`config.mk`:
```
export PLATFORM = sky130hd
export DESIGN_NAME = fetch_unit_flat
export DESIGN_NICKNAME = d
export VERILOG_FILES = /design/src/rtl/fetch_pkg.sv /design/src/rtl/fetch_unit_if.sv /design/src/rtl/fetch_fifo.sv /design/src/rtl/fetch_unit.sv /design/src/flat_wrapper.sv
export SDC_FILE = /design/constraint.sdc
export NUM_CORES = 1
export LEC_CHECK = 0
export CAP_MARGIN = 0
export CORE_AREA = 8 8 186 188
export DETAILED_ROUTE_END_ITERATION = 8
export DIE_AREA = 0 0 194 196
export HOLD_SLACK_MARGIN = 0.08
export PLACE_DENSITY = 0.77
export SYNTH_ARGS = -nofsm -noshare
export SYNTH_HDL_FRONTEND = slang
export SYNTH_HIERARCHICAL = 1
export SYNTH_SLANG_ARGS = --single-unit
```
`constraint.sdc`:
```
create_clock -name clk -period 8.6 [get_ports clk]
set_input_delay 0.86 -clock clk [delete_from_list [all_inputs] [get_ports clk]]
set_output_delay 0.86 -clock clk [all_outputs]
set_load 0.05 [all_outputs]
```
`src/rtl/fetch_pkg.sv`:
```
// Shared types and constants for the instruction-fetch front end.
package fetch_pkg;

  localparam int INSTR_BYTES = 4;
  localparam int PERF_W      = 32;
  localparam int PC_W        = 32;

  // One prefetched instruction together with the address it was fetched from.
  typedef struct packed {
    logic [PC_W-1:0] pc;
    logic [31:0]     instr;
  } fetch_entry_t;

endpackage

```
`src/rtl/fetch_unit_if.sv`:
```
// Fetch unit bus bundle: imem request/response, execute redirect and decode handshake.
interface fetch_unit_if #(
  parameter int XLEN = 32
);

  logic            imem_req_valid;
  logic            imem_req_ready;
  logic [XLEN-1:0] imem_req_addr;

  logic            imem_rsp_valid;
  logic [31:0]     imem_rsp_data;

  logic            redirect_valid;
  logic [XLEN-1:0] redirect_pc;

  logic            dec_valid;
  logic            dec_ready;
  logic [31:0]     dec_instr;
  logic [XLEN-1:0] dec_pc;

  // The fetch unit side drives requests and decode data.
  modport master (
    output imem_req_valid,
    output imem_req_addr,
    input  imem_req_ready,
    input  imem_rsp_valid,
    input  imem_rsp_data,
    input  redirect_valid,
    input  redirect_pc,
    output dec_valid,
    output dec_instr,
    output dec_pc,
    input  dec_ready
  );

  modport slave (
    input  imem_req_valid,
    input  imem_req_addr,
    output imem_req_ready,
    output imem_rsp_valid,
    output imem_rsp_data,
    output redirect_valid,
    output redirect_pc,
    input  dec_valid,
    input  dec_instr,
    input  dec_pc,
    output dec_ready
  );

endinterface

```
`src/rtl/fetch_fifo.sv`:
```
// First-word-fall-through prefetch FIFO of fetch entries with synchronous flush.
module fetch_fifo
  import fetch_pkg::*;
#(
  parameter int DEPTH = 4,
  localparam int AW = $clog2(DEPTH),
  localparam int CW = $clog2(DEPTH + 1)
) (
  input  logic         clk,
  input  logic         rst_n,
  input  logic         flush,
  input  logic         push,
  input  fetch_entry_t push_data,
  input  logic         pop,
  output fetch_entry_t head,
  output logic         empty,
  output logic         full,
  output logic [CW-1:0] count
);

  fetch_entry_t  mem [DEPTH];
  logic [AW-1:0] wr_ptr;
  logic [AW-1:0] rd_ptr;
  logic [CW-1:0] count_q;

  // When full, wr_ptr equals rd_ptr; a simultaneous push overwrites the slot being popped.
  always_ff @(posedge clk or negedge rst_n) begin
    if (!rst_n) begin
      wr_ptr  <= '0;
      rd_ptr  <= '0;
      count_q <= '0;
      for (int i = 0; i < DEPTH; i++) begin
        mem[i] <= '0;
      end
    end else if (flush) begin
      wr_ptr  <= '0;
      rd_ptr  <= '0;
      count_q <= '0;
    end else begin
      if (push) begin
        mem[wr_ptr] <= push_data;
        wr_ptr      <= wr_ptr + AW'(1);
      end
      if (pop) begin
        rd_ptr <= rd_ptr + AW'(1);
      end
      count_q <= count_q + CW'(push) - CW'(pop);
    end
  end

  assign head  = mem[rd_ptr];
  assign count = count_q;
  assign empty = (count_q == '0);
  assign full  = (count_q == CW'(DEPTH));

endmodule

```
`src/rtl/fetch_unit.sv`:
```
// Pipelined RV32I instruction-fetch front end with prefetch FIFO and redirect handling.
// Optional FETCH_PERF_CNT_EN adds perf_fetched/perf_redirects/perf_dropped counters.
module fetch_unit
  import fetch_pkg::*;
#(
  parameter int              XLEN            = 32,
  parameter int              DEPTH           = 4,
  parameter int              MAX_OUTSTANDING = 2,
  parameter logic [XLEN-1:0] RESET_PC        = '0
) (
  input  logic              clk,
  input  logic              rst_n,
  fetch_unit_if.master      bus
`ifdef FETCH_PERF_CNT_EN
  ,
  output logic [PERF_W-1:0] perf_fetched,
  output logic [PERF_W-1:0] perf_redirects,
  output logic [PERF_W-1:0] perf_dropped
`endif
);

  localparam int OW  = $clog2(MAX_OUTSTANDING + 1);
  localparam int FCW = $clog2(DEPTH + 1);

  logic [XLEN-1:0] pc_q;
  logic [XLEN-1:0] rsp_pc_q;
  logic [OW-1:0]   outstanding_q;
  logic [OW-1:0]   discard_q;

  logic            req_fire;
  logic            rsp_ok;
  logic            push;
  logic            pop;
  logic            drop;
  logic            fifo_empty;
  logic            fifo_full;
  logic [FCW-1:0]  fifo_count;
  fetch_entry_t    push_entry;
  fetch_entry_t    head;
  logic [XLEN-1:0] target_pc;
  int              inflight;

  // Slots already claimed in the FIFO: queued entries plus responses that will be kept.
  always_comb begin
    inflight = int'(fifo_count) + int'(outstanding_q) - int'(discard_q);
  end

  // rst_n gating keeps the request quiet while reset is held yet lets it issue right after release.
  assign bus.imem_req_valid = rst_n && !bus.redirect_valid &&
                              (int'(outstanding_q) < MAX_OUTSTANDING) &&
                              (inflight < DEPTH);
  assign bus.imem_req_addr  = pc_q;

  assign req_fire  = bus.imem_req_valid && bus.imem_req_ready;
  assign rsp_ok    = bus.imem_rsp_valid && (outstanding_q != '0);
  assign push      = bus.imem_rsp_valid && !bus.redirect_valid && (discard_q == '0);
  assign drop      = bus.imem_rsp_valid && (bus.redirect_valid || (discard_q != '0));
  assign target_pc = {bus.redirect_pc[XLEN-1:2], 2'b00};

  assign bus.dec_valid = !fifo_empty && !bus.redirect_valid;
  assign pop           = bus.dec_valid && bus.dec_ready;
  assign bus.dec_instr = head.instr;
  assign bus.dec_pc    = XLEN'(head.pc);

  assign push_entry.pc    = PC_W'(rsp_pc_q);
  assign push_entry.instr = bus.imem_rsp_data;

  // A redirect re-bases both PCs and marks every response still in flight as stale.
  always_ff @(posedge clk or negedge rst_n) begin
    if (!rst_n) begin
      pc_q          <= RESET_PC;
      rsp_pc_q      <= RESET_PC;
      outstanding_q <= '0;
      discard_q     <= '0;
    end else if (bus.redirect_valid) begin
      pc_q          <= target_pc;
      rsp_pc_q      <= target_pc;
      outstanding_q <= outstanding_q - OW'(rsp_ok);
      discard_q     <= outstanding_q - OW'(rsp_ok);
    end else begin
      if (req_fire) begin
        pc_q <= pc_q + XLEN'(INSTR_BYTES);
      end
      if (push) begin
        rsp_pc_q <= rsp_pc_q + XLEN'(INSTR_BYTES);
      end
      outstanding_q <= outstanding_q + OW'(req_fire) - OW'(rsp_ok);
      if (bus.imem_rsp_valid && (discard_q != '0)) begin
        discard_q <= discard_q - OW'(1);
      end
    end
  end

  fetch_fifo #(
    .DEPTH(DEPTH)
  ) u_fifo (
    .clk      (clk),
    .rst_n    (rst_n),
    .flush    (bus.redirect_valid),
    .push     (push),
    .push_data(push_entry),
    .pop      (pop),
    .head     (head),
    .empty    (fifo_empty),
    .full     (fifo_full),
    .count    (fifo_count)
  );

`ifdef FETCH_PERF_CNT_EN
  // Dropped includes words discarded as stale and words arriving during a redirect pulse.
  always_ff @(posedge clk or negedge rst_n) begin
    if (!rst_n) begin
      perf_fetched   <= '0;
      perf_redirects <= '0;
      perf_dropped   <= '0;
    end else begin
      if (pop) begin
        perf_fetched <= perf_fetched + PERF_W'(1);
      end
      if (bus.redirect_valid) begin
        perf_redirects <= perf_redirects + PERF_W'(1);
      end
      if (drop) begin
        perf_dropped <= perf_dropped + PERF_W'(1);
      end
    end
  end
`else
  logic unused_ok;
  assign unused_ok = drop ^ fifo_full;
`endif

endmodule

```
`src/flat_wrapper.sv`:
```
// flat-port wrapper written by rule: the top's interface ports become plain ports
module fetch_unit_flat import fetch_pkg::*;
#(
  parameter int              XLEN            = 32,
  parameter int              DEPTH           = 4,
  parameter int              MAX_OUTSTANDING = 2,
  parameter logic [XLEN-1:0] RESET_PC        = '0
)
  (clk, rst_n, bus_imem_req_valid, bus_imem_req_addr, bus_imem_req_ready, bus_imem_rsp_valid, bus_imem_rsp_data, bus_redirect_valid, bus_redirect_pc, bus_dec_valid, bus_dec_instr, bus_dec_pc, bus_dec_ready);
  fetch_unit_if #(.XLEN(XLEN)) bus_i ();
  input  logic clk;
  input  logic rst_n;
  output wire logic [$bits(bus_i.imem_req_valid)-1:0] bus_imem_req_valid;
  output wire logic [$bits(bus_i.imem_req_addr)-1:0] bus_imem_req_addr;
  input wire logic [$bits(bus_i.imem_req_ready)-1:0] bus_imem_req_ready;
  input wire logic [$bits(bus_i.imem_rsp_valid)-1:0] bus_imem_rsp_valid;
  input wire logic [$bits(bus_i.imem_rsp_data)-1:0] bus_imem_rsp_data;
  input wire logic [$bits(bus_i.redirect_valid)-1:0] bus_redirect_valid;
  input wire logic [$bits(bus_i.redirect_pc)-1:0] bus_redirect_pc;
  output wire logic [$bits(bus_i.dec_valid)-1:0] bus_dec_valid;
  output wire logic [$bits(bus_i.dec_instr)-1:0] bus_dec_instr;
  output wire logic [$bits(bus_i.dec_pc)-1:0] bus_dec_pc;
  input wire logic [$bits(bus_i.dec_ready)-1:0] bus_dec_ready;
  assign bus_imem_req_valid = bus_i.imem_req_valid;
  assign bus_imem_req_addr = bus_i.imem_req_addr;
  assign bus_i.imem_req_ready = bus_imem_req_ready;
  assign bus_i.imem_rsp_valid = bus_imem_rsp_valid;
  assign bus_i.imem_rsp_data = bus_imem_rsp_data;
  assign bus_i.redirect_valid = bus_redirect_valid;
  assign bus_i.redirect_pc = bus_redirect_pc;
  assign bus_dec_valid = bus_i.dec_valid;
  assign bus_dec_instr = bus_i.dec_instr;
  assign bus_dec_pc = bus_i.dec_pc;
  assign bus_i.dec_ready = bus_dec_ready;
  fetch_unit #(.XLEN(XLEN), .DEPTH(DEPTH), .MAX_OUTSTANDING(MAX_OUTSTANDING), .RESET_PC(RESET_PC)) u_core (.clk(clk), .rst_n(rst_n), .bus(bus_i));
endmodule
```
# == Word level (Yosys, flattened, before mapping) ==
# Cells that the tools add are included.
# op_classes
muxes,18
magnitude_cmp,5
addsub,12
n_reduce_logical,22
bitwise,3
# ops
operator,n
256-bit bitwise mux,1
64-bit 2-to-1 mux,3
64-bit binary-select mux with 2-bit select,1
64-bit demux with 2-bit select,1
32-bit 2-to-1 mux,4
32-bit by 3-bit adder with 32-bit output (second input constant),2
32-bit by 4-bit < comparator with 1-bit output (second input constant),1
32-bit by 3-bit subtractor with 32-bit output,1
2-bit 2-to-1 mux,7
2-bit nonzero test,6
1-bit logical AND,11
3-bit >= comparator (second input constant),2
2-bit inverter with 3-bit output,2
2-bit by 1-bit adder with 2-bit output (second input constant),2
3-bit by 2-bit adder with 4-bit output,1
2-bit by 1-bit subtractor with 2-bit output,2
3-bit by 1-bit adder with 3-bit output,1
3-bit logical NOT,1
3-bit by 1-bit < comparator with 1-bit output (second input constant),1
3-bit 2-to-1 mux,1
3-bit by 1-bit subtractor with 3-bit output,1
2-bit by 1-bit adder with 2-bit output,1
1-bit logical NOT,2
2-bit logical NOT,1
4 further kinds,4
# totals
inputBits,70
ff_bits,331
word_cells,75
out_inout_bits,98

# == Longest topological paths before layout ==
# depth
ltp_word,8
depth_mapped,14
ltp_nobuf,13

# == Hierarchy ==
# The synthesis kept the hierarchy.
# modules_own_cells
module,area_per_inst_um2,seq_area_each_um2,n_inst,cells_each
fetch_fifo,12423.2,6581.3,1,659
fetch_unit,4145.2,1601.5,1,432

# == Worst setup path before layout ==
# Ideal clock, no wire load.
# synth_path
path_kind,input-to-reg
start,input port bus_redirect_valid
end,register u_core.u_fifo.count_q[2] (netlist: u_core/u_fifo/count[2])
setup_time_ps,116
arrival_time_ps,3403
path_slack_ps,5081
path_buffers,3
required_ps,8484
path_stages,12
path_cell_list,buf_6 -> clkbuf_1 -> buf_1 -> nor2_1 -> and2_1 -> ha_1 -> inv_1 -> ha_1 -> inv_1 -> fa_1 -> xnor3_1 -> nor2_1
# synth_via
elab_cells_between_ends,8
cone_classes,2 x add/sub; 1 x mux; 5 x reduce/logical
# synth_rtl
item,line,text
start: declaration,flat_wrapper.sv:18,input wire logic [$bits(bus_i.redirect_valid)-1:0] bus_redirect_valid;
1-bit logical NOT,fetch_unit.sv:60,assign bus.dec_valid = !fifo_empty && !bus.redirect_valid;
1-bit logical AND,fetch_unit.sv:60,
net bus_dec_valid,flat_wrapper.sv:20,output wire logic [$bits(bus_i.dec_valid)-1:0] bus_dec_valid;
1-bit logical AND,fetch_unit.sv:61,assign pop = bus.dec_valid && bus.dec_ready;
net u_core.pop,fetch_unit.sv:33,logic pop;
3-bit by 1-bit subtractor with 3-bit output,fetch_fifo.sv:47,count_q <= count_q + CW'(push) - CW'(pop);
3-bit 2-to-1 mux,fetch_fifo.sv:35,end else if (flush) begin
end signal: assignment,fetch_fifo.sv:47,
end: declaration,fetch_fifo.sv:24,logic [CW-1:0] count_q;
# The timed path passes the listed nets, and every way through them passes these cells.
# A chain may end at the register's enable or synchronous reset.

# == Worst setup path in the final report ==
# layout_path
start,register u_core.outstanding_q[1]
end,output port bus_imem_req_valid
# layout_via
elab_chain_cells,4
elab_cells_between_ends,6
cone_classes,2 x add/sub; 2 x order compare; 2 x reduce/logical
# layout_rtl
item,line,text
start: declaration,fetch_unit.sv:27,logic [OW-1:0] outstanding_q;
start signal: assignment,fetch_unit.sv:78,outstanding_q <= outstanding_q - OW'(rsp_ok);
start signal: assignment,fetch_unit.sv:87,outstanding_q <= outstanding_q + OW'(req_fire) - OW'(rsp_ok);
3-bit by 2-bit adder with 4-bit output,fetch_unit.sv:45,inflight = int'(fifo_count) + int'(outstanding_q) - int'(discard_q);
32-bit by 3-bit subtractor with 32-bit output,fetch_unit.sv:45,
32-bit by 4-bit < comparator with 1-bit output,fetch_unit.sv:51,(inflight < DEPTH);
1-bit logical AND *,fetch_unit.sv:50,(int'(outstanding_q) < MAX_OUTSTANDING) &&
end: declaration,flat_wrapper.sv:13,output wire logic [$bits(bus_i.imem_req_valid)-1:0] bus_imem_req_valid;
# Every way passes the cells marked *; elsewhere a longest branch is shown, timed or not.

==> summary.md <==
| Metric | Value |
|---|---|
| Drt wl/cell | 21.5 um |
| RSZ-0062 raised after global routing | false |
| Util after Layout | 61.3% |
| Final ANT Viol Nets | 0 |
| Max Slew Vio Count | 0 |
| I/O Pins | 168 |
| Die Y | 196 um |
| CTS clock-pin slew for the worst setup and hold paths | 0.06 ns |
| PwrDens | 305 mW/mm^2 |
| HP Class | input pin to async pin |
| Worst skew pair latency | 0.52 ns |
| Commonest non-fill, non-tap cell in the layout | dfrtp_1 |
| Area grow syn2layout | 18.0% |
| Vias | 9665 |
| Resized Gates After CTS | 0 |
| Period minus WS final | 4.48 ns |
| Pleak | 9.35 nW |
| DRT Pass-1 Iters | 4 |
| Cts bufs inserted | 38 |
| Relative slew slack | 27.2% |
| Setup TNS | 0 ns |
| Syn avg cell area | 15.2 um^2 |
| Fill cells | 2436 |
| Slowest-stage cell, CP | clkdlybuf4s50_1 |
| Ant diodes | 0 |
| Nature of the critical path startpoint | flip-flop |
| Internal reg-to-reg setup slack | 5.00 ns |
| Global-route wire length before repair | 60000 um |
| Worst-margin pin slew | 1.09 ns |
| Most frequent cells in the layout | dfrtp_1, mux2_4, clkdlybuf4s50_1, mux4_2, mux2_2 |
| DP Cell Count | 1620 |
| R2R depth | 13 |
| Fmax | 0.223 GHz |
| Die ar. | 0.0380 mm^2 |
| Met1 Use GR | 27.7% |
| Worst Skew | 0.0237 ns |
| Vias in the first global route | 10592 |
| Total Routed Length | 36300 um |
| Grt total ovfl | 0 |
| Input/output buffers | 163 |
| Final hold vios | 0 |
| Routing usage on met2 | 29.6% |
| Critical R2R Launch | u_core/outstanding_q[1] |
| Mapped Cells | 1090 |
| Worst Path Buf+Inv | 4 |
| Reg2reg end | u_core/outstanding_q[1] |
| Die Width | 194 um |
| Grt peak-use layer | met2 |
| Crit. End Element | output port |
| Cell area after synthesis | 0.0166 mm^2 |
| Fraction of layout cells with a size suffix above 1 | 32.8% |
| Data required, critical path | 7.74 ns |
| CP Max Fanout | 9 |
| Largest net degree at the start of global routing | 86 |
| CTS tree | done |
| HPWL Detailed | 22700 um |
| Final Setup Violations | 0 |
| Most used cell, CP | inv_1 |
| Arr. time, crit path | 3.62 ns |
| All-Layer GR Usage | 19.3% |
| Post-CTS Setup Bufs | 0 |
| Critical Path Source | u_core/outstanding_q[1] |
| Non-filler cells, final | 1687 |
| Root buf cell | clkbuf_16 |
| Clock sink count | 327 |
| Top delay family on crit path | buffers and inverters |
| Max VDD drop | 0.000174 V |
| Yosys warns | 6 |
| Routed vias/inst | 5.73 |
| Worst hold slack | 0.270 ns |
| Share of the clock period used by the worst path | 52.1% |
| Initial Util | 52.0% |
| Routability congestion estimate | 0.821 |
| Number of hold buffers added after cts | 0 |
| Initial antenna violation count | 0 |
| Crit-path cells | inv_1, fa_1, inv_1, ha_1, and3b_4, a2111o_4, nand3_4, inv_1, clkdlybuf4s50_1 |
| GR Util met3 | 4.56% |
| Clock Path Buffers | 3 |
| Total core area | 0.0319 mm^2 |
| Class of the most critical setup path | flip-flop to output port |
| Row count | 66 |
| Max_cap viols | 0 |
| DRT iter0 DRCs | 542 |
| Outcome | finished clean |
| Slowest cell delay on critical path | 0.71 ns |
| Final nets | 1341 |
| Drt drc | 0 |
| H-Tree Depth | 2 |
flip-flops by register name, summed over array words and instances (netlist names):
name and flops:
u_core/u_fifo/count 3, u_core/rsp_pc_q 30, u_core/u_fifo/mem 256, u_core/u_fifo/wr_ptr 2, u_core/discard_q 2, u_core/outstanding_q 2
u_core/bus.imem_req_addr 30, u_core/u_fifo/rd_ptr 2
stage by stage:
step	setup WS (ns)	power (mW)	area (um^2)
6_report	4.12	5.96	19500
4_1_cts	4.08	6.04	19500
2_1_floorplan	5.08	3.69	16600
3_3_place_gp	4.42	4.30	18300
3_5_place_dp	4.36	4.36	18300
5_1_grt	4.00	6.24	19500
worst max-delay path by stage:
stage                                         to  slack (ns)  depth (start not counted)
after floorplan           u_core/u_fifo/count[2]        5.08                         12
after global placement    u_core/u_fifo/mem[136]        4.42                          6
after detailed placement  u_core/u_fifo/mem[195]        4.36                          6
after CTS                     bus_imem_req_valid        4.08                          9
after global routing              bus_dec_pc[17]        4.00                          3
final                         bus_imem_req_valid        4.12                          9
layer usage:
metal  part of all wire (%)  routed length (um)
met4                    1.3                 485
met5                      0                   0
met2                     46               16800
met3                    5.8                2110
met1                     47               16900
power breakdown:
group          switching, mW  total (mW)  internal, mW  leakage [nW]
Sequential             0.232        2.05          1.81          4.29
Clock                  0.636        1.65          1.01         0.627
Combinational           1.25        2.27          1.02          4.44
cell type report:
class,instances,area (um^2),area share (%)
clock inverter,12,191,0.980
timing repair buffer,177,1740,8.89
sequential,327,8190,41.9
inverter,28,105,0.538
tap,408,510,2.61
multi-input combinational,680,7710,39.5
clock buffer,55,1090,5.60
(Power assumes the default switching activity.)
